==> config.mk <==
export PLATFORM = sky130hd
export DESIGN_NAME = coin_event_ctrl
export DESIGN_NICKNAME = d
export VERILOG_FILES = /design/src/rtl/coin_event_ctrl.sv
export SDC_FILE = /design/constraint.sdc
export NUM_CORES = 1
export LEC_CHECK = 0
export BUFFER_PORTS_ARGS = -buffer_cell sky130_fd_sc_hd__buf_2
export CELL_PAD_IN_SITES_DETAIL_PLACEMENT = 0
export CELL_PAD_IN_SITES_GLOBAL_PLACEMENT = 1
export CORE_MARGIN = 8
export CORE_UTILIZATION = 48
export DETAILED_ROUTE_END_ITERATION = 10
export PLACE_DENSITY = 0.82
export SLEW_MARGIN = 5
export SYNTH_ARGS = -nofsm -noshare
export SYNTH_HDL_FRONTEND = slang
export SYNTH_SLANG_ARGS = --single-unit
==> constraint.sdc <==
create_clock -name clk100 -period 6.6 [get_ports clk100]
set_clock_uncertainty 0.1 [all_clocks]
set_input_delay 0.33 -clock clk100 [delete_from_list [all_inputs] [get_ports clk100]]
set_output_delay 0.33 -clock clk100 [all_outputs]
set_load 0.01 [all_outputs]
==> src/rtl/coin_event_ctrl.sv <==
// Drift-tube trigger/readout sequencer: synchronizes the coincidence and tube hits,
// collects hits over a fixed window and writes a three-word record to the readout FIFO.
module coin_event_ctrl #(
  parameter int WINDOW_CYCLES  = 20,
  parameter int HOLDOFF_CYCLES = 10
) (
  input  logic        clk100,
  input  logic        reset,
  input  logic        SCIN_COIN,
  input  logic [7:0]  TUBE3A,
  input  logic [7:0]  TUBE3B,
  input  logic [7:0]  TUBE4A,
  input  logic [7:0]  TUBE4B,
  input  logic        fifo_full,
  output logic        wr_en,
  output logic [15:0] wr_data,
  output logic        overflowLight,
  output logic        busy
);

  localparam logic [7:0] WIN_LOAD  = 8'(WINDOW_CYCLES - 1);
  localparam logic [7:0] HOLD_LOAD = (HOLDOFF_CYCLES == 0) ? 8'd0 : 8'(HOLDOFF_CYCLES - 1);

  typedef enum logic [2:0] {IDLE, WINDOW, HDR, W3, W4, HOLD} state_t;

  state_t      state, state_n;
  logic        rst_meta, rst_sync;
  logic [2:0]  coin_s;
  logic        trig;
  logic [31:0] tube_s1, tube_s2, tube_s3;
  logic [31:0] acc, acc_n;
  logic [7:0]  win_cnt, win_n;
  logic [7:0]  hold_cnt, hold_n;
  logic [11:0] evt_cnt, evt_n;
  logic        wr_en_n, ovf_n;
  logic [15:0] wr_data_n;

  // Reset asserts immediately but releases on a clock edge.
  always_ff @(posedge clk100 or posedge reset) begin
    if (reset) begin
      rst_meta <= 1'b1;
      rst_sync <= 1'b1;
    end else begin
      rst_meta <= 1'b0;
      rst_sync <= rst_meta;
    end
  end

  // The extra tube stage keeps hit latency equal to the registered trigger path.
  always_ff @(posedge clk100 or posedge rst_sync) begin
    if (rst_sync) begin
      coin_s  <= 3'b000;
      trig    <= 1'b0;
      tube_s1 <= 32'h0;
      tube_s2 <= 32'h0;
      tube_s3 <= 32'h0;
    end else begin
      coin_s  <= {coin_s[1:0], SCIN_COIN};
      trig    <= coin_s[1] & ~coin_s[2];
      tube_s1 <= {TUBE3A, TUBE3B, TUBE4A, TUBE4B};
      tube_s2 <= tube_s1;
      tube_s3 <= tube_s2;
    end
  end

  always_ff @(posedge clk100 or posedge rst_sync) begin
    if (rst_sync) begin
      state         <= IDLE;
      acc           <= 32'h0;
      win_cnt       <= 8'd0;
      hold_cnt      <= 8'd0;
      evt_cnt       <= 12'd0;
      wr_en         <= 1'b0;
      wr_data       <= 16'h0;
      overflowLight <= 1'b0;
    end else begin
      state         <= state_n;
      acc           <= acc_n;
      win_cnt       <= win_n;
      hold_cnt      <= hold_n;
      evt_cnt       <= evt_n;
      wr_en         <= wr_en_n;
      wr_data       <= wr_data_n;
      overflowLight <= ovf_n;
    end
  end

  always_comb begin
    state_n   = state;
    acc_n     = acc;
    win_n     = win_cnt;
    hold_n    = hold_cnt;
    evt_n     = evt_cnt;
    wr_en_n   = 1'b0;
    wr_data_n = wr_data;
    ovf_n     = overflowLight;
    case (state)
      IDLE: begin
        if (trig) begin
          acc_n   = 32'h0;
          win_n   = WIN_LOAD;
          evt_n   = evt_cnt + 12'd1;
          state_n = WINDOW;
        end
      end
      WINDOW: begin
        acc_n = acc | tube_s3;
        if (win_cnt == 8'd0) state_n = HDR;
        else                 win_n   = win_cnt - 8'd1;
      end
      // A full FIFO at the header drops the whole event; later words only stall.
      HDR: begin
        if (!fifo_full) begin
          wr_en_n   = 1'b1;
          wr_data_n = {4'hE, evt_cnt};
          state_n   = W3;
        end else begin
          ovf_n   = 1'b1;
          hold_n  = HOLD_LOAD;
          state_n = HOLD;
        end
      end
      W3: begin
        if (!fifo_full) begin
          wr_en_n   = 1'b1;
          wr_data_n = acc[31:16];
          state_n   = W4;
        end
      end
      W4: begin
        if (!fifo_full) begin
          wr_en_n   = 1'b1;
          wr_data_n = acc[15:0];
          hold_n    = HOLD_LOAD;
          state_n   = HOLD;
        end
      end
      HOLD: begin
        if (hold_cnt == 8'd0) state_n = IDLE;
        else                  hold_n  = hold_cnt - 8'd1;
      end
      default: state_n = IDLE;
    endcase
  end

  assign busy = (state != IDLE);

endmodule

==> metrics.txt <==
status=completed; Clk Latency, worst-skew pair=0.42 ns; Via Count=3748; final WL=11000 um; Final Non-Filler Cells=738; Initial Utilization=49.1%; power density over the cells=429 nW/um^2; Mapped Nets=506; CTS tree=yes; Die Area=16800 um^2; synthesized instance count=465; antenna violations before repair=0; PortBufs=54; number of synthesized flops with an enable pin=0; Routed Antenna Nets=0; Die X-Extent=130 um; Post-CTS Resized=0; Top delay family on crit path=simple AND/OR/NAND/NOR gates; fraction of layout cells with a size suffix above 1=18.6%; first-pass GRT wire length=18900 um; HPWL after detailed placement=6850 um; Max Clk Rate=414 MHz; CP Launch Type=register; utilization after layout=60.0%; gr usage total=14.7%; placed cell count=672; placement row count=41; sequential fraction of the synthesis area=73.9%; critical path arrival=2.65 ns; number of global-route vias before repair=3871; Buffers & Inverters on Critical Path=0; final total power=3.25 mW; Via-to-Cell Ratio=5.08; H-tree Lvls=4; hold buffer count at CTS=34; Post-synth top flop=dfrtp_1; setup TNS=0 ns; CP Data Required Time=6.83 ns; largest net degree at the start of global routing=107; 1st-iter DRT viols=220; # fillers=992; Die H=130 um; Reg clk slew, reported paths=0.07 ns; WL/cell=15.0 um; Synth warnings=0; CTS Root Cell=clkbuf_16; Slew Viols, Final=0; Leakage=3.34 nW; CTS Sinks=183; Cell variety after synth=51; setup slack, reg-to-reg=4.18 ns; Worst path max stage delay=0.94 ns; worst rel slew slack=17.9%; drt drc=0; RSZ-0062 raised after global routing=false; max cap viols=0; Nets=594; Worst Path Class, Setup=reg2reg; worst path cell trace=nand2b_1, nor2_1, a22oi_1, a31oi_1; Post-Syn Area=6200 um^2; Final Cycle Share=36.6%; Worst path slowest cell=nor2_1; CTS Buffer Depth=2; Least-Margin Pin Slew=1.23 ns; Final min period=2.42 ns; Ports=55; Area Overhead vs Synth=22.2%; endpoints failing setup=0; Max FO, Critical Path=17; flops & latches, synth=183; HP Class=in2reg; ys async rst share=100%; TritonCTS Buffers=17; total gr overflow=0; hold violation total from the final report=0; gp weighted congestion=0.757; Avg Inst Size Synth=13.3 um^2; crit end category=register; n_diodes=0; Post-CTS Setup Bufs=0; drt pass-1 iters=4; worst ir drop on vdd=0.000231 V; core region area=12600 um^2
-- final timing paths --
kind / start / end / depth (start not counted)
setup / recovery: state[2] / wr_data[5] / 4
hold / removal: fifo_full / state[2] / 2
setup reg to reg: state[2] / wr_data[5] / 4
hold reg to reg: tube_s1[30] / tube_s2[30] / 0
max in group asynchronous: rst_sync / acc[22] / 2
min in group asynchronous: rst_sync / tube_s3[10] / 1
-- flip-flops by register name, indices dropped and copies added, names as in the netlist, 8 cells and up --
signal / flops
evt_cnt: 12
win_cnt: 8
tube_s2: 32
acc: 32
wr_data: 16
tube_s3: 32
hold_cnt: 8
tube_s1: 32
-- layout by cell type, fill, tap and decap left out, types with 4 or more instances in the layout --
master,instances
dlygate4sd3_1,34
dfrtp_1,181
xor2_1,6
inv_6,4
a22oi_1,16
or3_1,6
nor3_1,4
ha_1,5
o21ai_0,5
xnor2_1,9
a31oi_1,15
nand2_1,12
a21oi_1,43
clkbuf_16,17
nand3_1,19
nor2_1,59
inv_1,5
buf_2,54
-- stage by stage --
| stage | cell area, um^2 | setup slack (ns) | hold slack, ns |
|---|---|---|---|
| final | 7570 | 4.18 | 0.170 |
| after global routing | 7570 | 3.96 | 0.159 |
| after CTS | 7570 | 3.88 | 0.115 |
| after detailed placement | 6620 | 3.91 | 0.235 |
| after global placement | 6620 | 4.04 | 0.232 |
| after floorplan | 6200 | 1.26 | 0.142 |
-- cell type report --
type	instances	area, um^2	area share [%]
sequential	183	4580	60.5
multi-input combinational	254	1510	20.0
inverter	6	27.5	0.363
clock buffer	18	439	5.80
timing repair buffer	91	633	8.36
tap	172	215	2.84
clock inverter	14	163	2.15
-- synthesized netlist by cell type (3+ instances only) --
cell type  number  area share, %
clkbuf_1       16           0.97
nor3b_1         4           0.48
o211ai_1        3           0.36
nor2_1         59            3.6
or3_1           6           0.61
nand3_1        19            1.5
xor2_1          6           0.85
or3b_2          3           0.42
dfrtp_1       181             73
a21oi_1        43            3.5
xnor2_1         9            1.3
ha_1            5            1.0
o31ai_1         3           0.36
a22oi_1        16            1.9
nand3b_1        3           0.36
nand2b_1        3           0.30
o21ai_0         5           0.40
nor4_1          3           0.30
inv_1           6           0.36
nand2_1        12           0.73
a31oi_1        15            1.5
nor3_1          4           0.32
-- metal layers --
layer,global-route usage [%],wire (um),up-vias
met2,22.8,5440,65
li1,-,-,1786
met4,6.69,217,0
met5,0,0,-
met1,18.7,5000,1881
met3,4.23,384,16
-- worst register-to-register path, cell delays in order (launching register included) --
cell and delay [ns]:
dfrtp_1 0.61, nand2b_1 0.14, nor2_1 0.94, a22oi_1 0.29
a31oi_1 0.26
-- logic make-up after synthesis --
family          count (synthesis)  share of synthesized area [%]
mux                             4                          0.747
fa+ha+maj                       5                           1.01
buf+inv                        28                           1.92
xor+xnor                       15                           2.12
compound gates                 95                           9.39
other cells                     1                         0.0605
flops                         183                           73.9
simple gates                  134                           10.8
-- power breakdown --
group,internal (mW),switching [mW],total [mW]
logic,0.285,0.402,0.688
clock network,0.579,0.433,1.01
registers,1.36,0.183,1.55
Note: power is estimated with default switching activity, not from simulation.
